File: src/rtl/bit_count_pkg.sv
// Shared definitions for the pipelined bit counter: mode encoding and chunk math.
package bit_count_pkg;

    typedef logic [1:0] mode_t;

    localparam mode_t MODE_ONES  = 2'b00;
    localparam mode_t MODE_ZEROS = 2'b01;
    localparam mode_t MODE_LZ    = 2'b10;
    localparam mode_t MODE_TZ    = 2'b11;

    // Number of stage-1 chunks; the most significant chunk may be partial.
    function automatic int chunk_count(input int input_width, input int chunk_width);
        return (input_width + chunk_width - 1) / chunk_width;
    endfunction

endpackage

File: src/rtl/bit_count_chunk.sv
// Combinational statistics for one chunk: ones count, leading/trailing zeros, all-zero flag.
module bit_count_chunk #(
    parameter int WIDTH     = 8,
    parameter int CNT_WIDTH = $clog2(WIDTH + 1)
) (
    input  logic [WIDTH-1:0]     data,
    output logic [CNT_WIDTH-1:0] ones,
    output logic [CNT_WIDTH-1:0] lz,
    output logic [CNT_WIDTH-1:0] tz,
    output logic                 zero
);

    always_comb begin
        ones = '0;
        lz   = CNT_WIDTH'(WIDTH);
        tz   = CNT_WIDTH'(WIDTH);
        // Ascending scan: the last set bit seen is the most significant one.
        for (int i = 0; i < WIDTH; i++) begin
            if (data[i]) begin
                ones = ones + CNT_WIDTH'(1);
                lz   = CNT_WIDTH'(WIDTH - 1 - i);
            end
        end
        for (int i = WIDTH - 1; i >= 0; i--) begin
            if (data[i]) begin
                tz = CNT_WIDTH'(i);
            end
        end
        zero = ~|data;
    end

endmodule

File: src/rtl/bit_count_pipe.sv
// Two-stage pipelined ones/zeros/LZ/TZ counter with valid/ready backpressure.
// Optional saturating accumulator of transferred counts under BIT_COUNT_ACCUM_EN.
module bit_count_pipe
    import bit_count_pkg::*;
#(
    parameter int INPUT_WIDTH = 32,
    parameter int CHUNK_WIDTH = 8,
    parameter int COUNT_WIDTH = $clog2(INPUT_WIDTH + 1),
    parameter int ACC_WIDTH   = 16
) (
    input  logic                   CLK,
    input  logic                   nRST,
    input  logic                   InValid,
    output logic                   InReady,
    input  logic [1:0]             Mode,
    input  logic [INPUT_WIDTH-1:0] Input,
    output logic                   OutValid,
    input  logic                   OutReady,
    output logic [COUNT_WIDTH-1:0] Count,
`ifdef BIT_COUNT_ACCUM_EN
    input  logic                   AccClr,
    output logic [ACC_WIDTH-1:0]   AccTotal,
`endif
    output logic                   AllZero
);

    localparam int NUM_CHUNKS   = chunk_count(INPUT_WIDTH, CHUNK_WIDTH);
    localparam int CH_CNT_WIDTH = $clog2(CHUNK_WIDTH + 1);

    // Handshake: a word moves between stages only when the sender holds valid
    // and the receiver is ready at the same rising edge; a held word never changes.
    logic s2_load;
    logic in_fire;
    logic v1;

    assign s2_load = !OutValid || OutReady;
    assign InReady = !v1 || s2_load;
    assign in_fire = InValid && InReady;

    logic [CH_CNT_WIDTH-1:0] c_ones [NUM_CHUNKS];
    logic [CH_CNT_WIDTH-1:0] c_lz   [NUM_CHUNKS];
    logic [CH_CNT_WIDTH-1:0] c_tz   [NUM_CHUNKS];
    logic [NUM_CHUNKS-1:0]   c_zero;

    for (genvar g = 0; g < NUM_CHUNKS; g++) begin : g_chunk
        localparam int LO = g * CHUNK_WIDTH;
        localparam int W  = (LO + CHUNK_WIDTH > INPUT_WIDTH) ? (INPUT_WIDTH - LO) : CHUNK_WIDTH;

        bit_count_chunk #(
            .WIDTH     (W),
            .CNT_WIDTH (CH_CNT_WIDTH)
        ) u_chunk (
            .data (Input[LO +: W]),
            .ones (c_ones[g]),
            .lz   (c_lz[g]),
            .tz   (c_tz[g]),
            .zero (c_zero[g])
        );
    end

    // Stage 1
    mode_t                   s1_mode;
    logic [CH_CNT_WIDTH-1:0] s1_ones [NUM_CHUNKS];
    logic [CH_CNT_WIDTH-1:0] s1_lz   [NUM_CHUNKS];
    logic [CH_CNT_WIDTH-1:0] s1_tz   [NUM_CHUNKS];
    logic [NUM_CHUNKS-1:0]   s1_zero;

    always_ff @(posedge CLK or negedge nRST) begin
        if (!nRST) begin
            v1 <= 1'b0;
        end else if (InReady) begin
            v1 <= InValid;
        end
    end

    always_ff @(posedge CLK) begin
        if (in_fire) begin
            s1_mode <= mode_t'(Mode);
            s1_zero <= c_zero;
            for (int i = 0; i < NUM_CHUNKS; i++) begin
                s1_ones[i] <= c_ones[i];
                s1_lz[i]   <= c_lz[i];
                s1_tz[i]   <= c_tz[i];
            end
        end
    end

    // Stage 2 combine. A zero chunk reports lz/tz equal to its own width, so summing
    // up to and including the first nonzero chunk gives the word-level LZ/TZ.
    logic [COUNT_WIDTH-1:0] sum_ones;
    logic [COUNT_WIDTH-1:0] sum_zeros;
    logic [COUNT_WIDTH-1:0] sum_lz;
    logic [COUNT_WIDTH-1:0] sum_tz;
    logic [COUNT_WIDTH-1:0] result;
    logic                   lz_done;
    logic                   tz_done;
    logic                   all_zero;

    always_comb begin
        sum_ones = '0;
        sum_lz   = '0;
        sum_tz   = '0;
        lz_done  = 1'b0;
        tz_done  = 1'b0;
        for (int i = 0; i < NUM_CHUNKS; i++) begin
            sum_ones = sum_ones + COUNT_WIDTH'(s1_ones[i]);
        end
        for (int i = NUM_CHUNKS - 1; i >= 0; i--) begin
            if (!lz_done) begin
                sum_lz  = sum_lz + COUNT_WIDTH'(s1_lz[i]);
                lz_done = !s1_zero[i];
            end
        end
        for (int i = 0; i < NUM_CHUNKS; i++) begin
            if (!tz_done) begin
                sum_tz  = sum_tz + COUNT_WIDTH'(s1_tz[i]);
                tz_done = !s1_zero[i];
            end
        end
        sum_zeros = COUNT_WIDTH'(INPUT_WIDTH) - sum_ones;
        all_zero  = &s1_zero;
        case (s1_mode)
            MODE_ONES:  result = sum_ones;
            MODE_ZEROS: result = sum_zeros;
            MODE_LZ:    result = sum_lz;
            default:    result = sum_tz;
        endcase
    end

    // Stage 2 / output registers
    always_ff @(posedge CLK or negedge nRST) begin
        if (!nRST) begin
            OutValid <= 1'b0;
            Count    <= '0;
            AllZero  <= 1'b0;
        end else if (s2_load) begin
            OutValid <= v1;
            if (v1) begin
                Count   <= result;
                AllZero <= all_zero;
            end
        end
    end

`ifdef BIT_COUNT_ACCUM_EN
    localparam int SUM_W = ((ACC_WIDTH > COUNT_WIDTH) ? ACC_WIDTH : COUNT_WIDTH) + 1;
    localparam logic [SUM_W-1:0] ACC_MAX = {{(SUM_W - ACC_WIDTH){1'b0}}, {ACC_WIDTH{1'b1}}};

    logic [SUM_W-1:0] acc_base;
    logic [SUM_W-1:0] acc_sum;
    logic             out_fire;

    assign out_fire = OutValid && OutReady;

    // Clear takes effect first, so a same-cycle transfer lands on zero.
    always_comb begin
        acc_base = AccClr ? '0 : SUM_W'(AccTotal);
        acc_sum  = acc_base;
        if (out_fire) begin
            acc_sum = acc_base + SUM_W'(Count);
        end
        if (acc_sum > ACC_MAX) begin
            acc_sum = ACC_MAX;
        end
    end

    always_ff @(posedge CLK or negedge nRST) begin
        if (!nRST) begin
            AccTotal <= '0;
        end else if (AccClr || out_fire) begin
            AccTotal <= acc_sum[ACC_WIDTH-1:0];
        end
    end
`endif

endmodule

File: config.mk
export PLATFORM = sky130hd
export DESIGN_NAME = bit_count_pipe
export DESIGN_NICKNAME = d
export VERILOG_FILES = /design/src/rtl/bit_count_pkg.sv /design/src/rtl/bit_count_chunk.sv /design/src/rtl/bit_count_pipe.sv
export SDC_FILE = /design/constraint.sdc
export NUM_CORES = 1
export LEC_CHECK = 0
export BUFFER_PORTS_ARGS = -buffer_cell sky130_fd_sc_hd__clkbuf_2
export CAP_MARGIN = 40
export CORE_AREA = 2 2 162 164
export DETAILED_ROUTE_END_ITERATION = 10
export DIE_AREA = 0 0 164 166
export GPL_ROUTABILITY_DRIVEN = 1
export HOLD_SLACK_MARGIN = 0.15
export PLACE_DENSITY = 0.43
export RECOVER_POWER = 50
export SLEW_MARGIN = 30
export SYNTH_ARGS = -nofsm -noshare
export SYNTH_HDL_FRONTEND = slang
export SYNTH_SLANG_ARGS = --single-unit
File: constraint.sdc
create_clock -name CLK -period 3.5 [get_ports CLK]
set_clock_uncertainty 0.1 [all_clocks]
set_input_delay 0.35 -clock CLK [delete_from_list [all_inputs] [get_ports CLK]]
set_output_delay 0.35 -clock CLK [all_outputs]
set_load 0.05 [all_outputs]
After elaboration in Yosys (flattened, before gate mapping):

Memory sizes are Yosys's and may differ from the RTL's.
Cells that the tools add are included.

* memories kept: 3
* RAM bits: 48
* flip-flop bits (word level): 15
* input bits: 38
* logic and storage cells: 178
* output and inout bits: 9

* multiplexer cells: 109
* reduce and logical (&&, ||, !) cells: 20
* add/subtract/negate cells: 38
* eq/ne operators: 2

Memories
* s1_lz: depth 4, width 4, rd ports 4, clocked after Yosys merged registers in 0, write ports 4, RTL line bit_count_pipe.sv:64 `logic [CH_CNT_WIDTH-1:0] s1_lz [NUM_CHUNKS];`
* s1_ones: depth 4, width 4, rd ports 4, clocked after Yosys merged registers in 0, write ports 4, RTL line bit_count_pipe.sv:63 `logic [CH_CNT_WIDTH-1:0] s1_ones [NUM_CHUNKS];`
* s1_tz: depth 4, width 4, rd ports 4, clocked after Yosys merged registers in 0, write ports 4, RTL line bit_count_pipe.sv:65 `logic [CH_CNT_WIDTH-1:0] s1_tz [NUM_CHUNKS];`

Operators by type and width (count)
* $mux 4: 92
* $add 4x1->4 const B: 24
* $reduce_or 8->1: 4
* $add 6x4->6: 5
* $mux 6: 4
* $pmux 6 s3: 1
* $add 4x4->5: 3
* $logic_not 1->1: 10
* $mux 1: 10
* $mux 5: 2
* $add 1x1->2 const B: 4
* $add 5x4->6: 1
* $sub 6x6->6 const A: 1
* $reduce_and 4->1: 1
* $eq 2x1->1 const B: 1
* $eq 2x2->1 const B: 1
* $logic_not 2->1: 1
* $logic_or 1x1->1: 2
* $reduce_and 2->1: 1
* $logic_and 1x1->1: 1

Logic depth before layout (Yosys ltp):

* depth after elaboration: 15
* mapped depth: 18
* mapped depth without buffers: 18

Cells and area by module:

From an unflattened synthesis, not the netlist that was laid out.

* cells, all modules: 881
* area total of the unflattened synthesis: 8027.7 µm²

By module, submodules not included
* bit_count_chunk: area each 1058.5 µm², instances 4, sequential area each 0.0 µm², cells each 142
* bit_count_pipe: area each 3793.6 µm², instances 1, sequential area each 1846.8 µm², cells each 313

Least setup slack after synthesis:

OpenSTA, ideal clock, no wires.

* path kind: input to register
* start point: input Input[1]
* end point: memory s1_ones[0][1] (netlist bit), data pin
* buffers on the path: 0
* data required time: 3.140 ns
* setup slack: -0.330 ns
* setup time: 0.260 ns
* data arrival time: 3.470 ns
* cell stages on the path: 15
* cells stage by stage: inv_1 > ha_1 > xor2_1 > ha_1 > nand2_1 > o31ai_1 > ha_1 > nor2b_1 > nor2_1 > ha_1 > a22o_1 > ha_1 > mux2_2 > ha_1 > mux2_2

RTL lines
* start: declaration: RTL line bit_count_pipe.sv:16 `input logic [INPUT_WIDTH-1:0] Input,`
* end: declaration: RTL line bit_count_pipe.sv:63

==> summary.txt <==
Area Growth Syn to Fin: 38.3%
Yosys Warn Count: 0
Most frequent cells in the layout: buf_4, nor2_1, edfxtp_1
Max capacitance violation total: 0
Sink Count: 63
Reg power frac: 21.5%
Clock Pin Slew Worst Setup and Hold Paths: 70 ps
RSZ-0062 raised after global routing: yes
Number of enable flip-flop cells after synthesis: 54
Synth Area per Inst: 9.55 um2
Final core occ: 33.8%
Detail Route met2 WL: 7030 um
Worst path top cell family by delay: adder cells
Slew HR: 9.02%
PwrDens: 556 mW/mm2
Die Wd: 164 um
CP Max Fanout: 3
GPL Wtd Cong: 0.762
Failing checks: negative setup slack
Layout cells sized above 1: 36.0%
Fin cells: 1163
Critical Path End Type: flop
CTS tree: yes
Psw: 1.83 mW
Final WS setup: -257 ps
Number of DRC markers in iteration 0: 257
Max incr delay on CP: 520 ps
Fin crit period: 3760 ps
DP Cell Count: 1125
All-Layer GR Usage: 11.8%
DRT met1 WL: 7730 um
CTS H-Tree Depth: 3
Final worst path period share: 107%
Met3 routed wirelength: 432 um
DR pass1 iterations: 4
Via-to-Cell Ratio: 4.36
Max VDD drop: 0.343 mV
Worst-path cell chain: ha_2, fa_2, mux2i_2, buf_6, fa_2, xnor2_1, mux2_2, ha_1, a21oi_1, o21ai_1, or3_1, a31o_2, a31oi_1, a21oi_1
DIE AREA: 0.0272 mm2
Root Buffer: clkbuf_16
Number of global-route vias before repair: 5024
Routed Antenna Nets: 0
WL per Instance: 13.2 um
CTS buffer count: 9
Std cell rows: 59
Max Used Layer: met4
CORE AREA: 0.0256 mm2
IO Port Bufs: 46
Starting Density: 24.5%
Clock Power Share: 20.8%
Worst path required time: 3630 ps
Design area: 0.00867 mm2
Crit Path Category: flop to flop
Largest net degree at the start of global routing: 55
Inserted Diodes: 0
Initial antenna violation count: 0
Buf+Inv Stages, Crit Path: 1
Netlist cell types: 60
Net Sw Frac: 38.0%
Max-slew violations: 0
Reg2Reg Setup Slack: -260 ps
Overflow after GRT: 0
Most common cell after layout, fill and taps aside: buf_4
P_int: 2.98 mW
Die H: 166 um
Synth Instances: 656
#FFs+latches synth: 63
Hold Vio Cnt, Final: 0
Synth Net Count: 774
DRC: 0
Post-DP HPWL: 12400 um
Slowest library cell on the worst path: fa_2
Hold_ws: 218 ps
Clk_lat worst skew: 350 ps
Final Setup Violations: 10
Post-synthesis cell area: 0.00627 mm2
Sequential area share after synthesis: 29.5%
Nets: 941
Worst hold-check path type: input pin to flop
Final WL: 15400 um
F_max: 266 MHz
CP Data Arrival Time: 3880 ps
Part of the power in combinational logic: 57.7%
Placed inst area: 0.00790 mm2
# IOs: 47
Clock tree buffer depth: 2
Worst-margin pin slew: 1360 ps
Ys flop type: edfxtp_1
Routed via count: 5069
Post-synthesis async set-or-reset flop share: 14.3%
First-pass GRT wire length: 25400 um
Status: complete, but fails checks
Crit path launch type: flop
Power Total: 4.82 mW
Lkg Pwr: 3.71 nW
tightest hold or removal path: cells and delay by family:
kind / cells / cell delay, ps
and+or+nand+nor: 2 / 180
buffers and inverters: 1 / 80
per-stage QoR:
step	setup WS, ps	TNS (ps)
after floorplan	-196	-1150
after global placement	-390	-4510
after detailed placement	-404	-4670
after CTS	-266	-786
after global routing	-446	-3110
final	-257	-1060
flip-flops by register name (all words and copies together), names as in the netlist:
signal and flops:
v1 1, OutValid 1, Count 6, s1_mode 2, AllZero 1, s1_tz 16, s1_ones 16, s1_zero 4
s1_lz 16
cell families (layout without fill, tap and decap cells):
logic type / count (synthesis) / count (layout) / share of synthesized area [%]
simple gates: 196 / 196 / 15.3
compound gates: 143 / 143 / 15.3
fa+ha+maj: 80 / 80 / 17.6
flops: 63 / 63 / 29.5
xor+xnor: 75 / 75 / 12.8
mux: 25 / 25 / 4.37
buf+inv: 74 / 246 / 5.19
power groups by stage:
stage | Sequential, mW | Combinational, mW | Clock (mW)
final | 1.04 | 2.78 | 1.00
after global routing | 1.05 | 3.14 | 1.07
after CTS | 1.04 | 2.72 | 1.02
after detailed placement | 1.05 | 2.64 | 0
after global placement | 1.05 | 2.64 | 0
after floorplan | 1.15 | 1.72 | 0
final timing paths:
kind	startpoint	end	depth (start not counted)
max in group asynchronous	nRST	OutValid	2
max	s1_tz[1][0]	Count[4]	14
max reg2reg	s1_tz[1][0]	Count[4]	14
min reg2reg	Count[0]	Count[0]	2
min in group asynchronous	nRST	Count[4]	2
min	OutReady	v1	3
routing by layer:
metal  GRT usage [%]  vias to the layer above
met5               0                        -
met4            2.86                        0
met3            2.00                       11
met2            19.0                       52
met1            16.4                     2350
li1                -                     2656
synthesized netlist by cell type, types with 7 or more instances:
cell type	n	area share [%]
nor2_1	67	4.0
ha_1	66	13
nand2_1	56	3.4
edfxtp_1	54	26
inv_1	48	2.9
a21oi_1	47	3.8
xnor2_1	31	4.3
xor2_1	31	4.3
mux2_2	19	3.4
a21o_1	14	1.7
fa_1	14	4.5
nor3_1	13	1.0
o21ai_0	12	0.96
buf_2	11	0.88
clkbuf_1	9	0.54
dfrtp_1	9	3.6
o21bai_1	9	1.1
o31ai_1	9	1.1
o22ai_1	8	0.80
and2_1	7	0.70
nor2b_1	7	0.70
o31a_1	7	0.98
final cells by class:
class | instances | area, um2
fill | 2689 | 17000
multi-input combinational | 519 | 4610
sequential | 63 | 1850
timing repair buffer | 182 | 1270
tap | 335 | 419
clock buffer | 9 | 225
inverter | 48 | 191
clock inverter | 7 | 104
timing repair:
| action | 4_1_cts | 5_1_grt |
|---|---|---|
| endpoints found under the hold margin | 12 | 0 |
| resized for setup | 17 | 61 |
| setup endpoints to repair | 11 | 14 |
| pin swaps | 14 | 32 |
| setup buffers | 12 | 7 |
| hold buffers | 4 | 0 |
No activity file was read; power rests on OpenSTA's default activity.
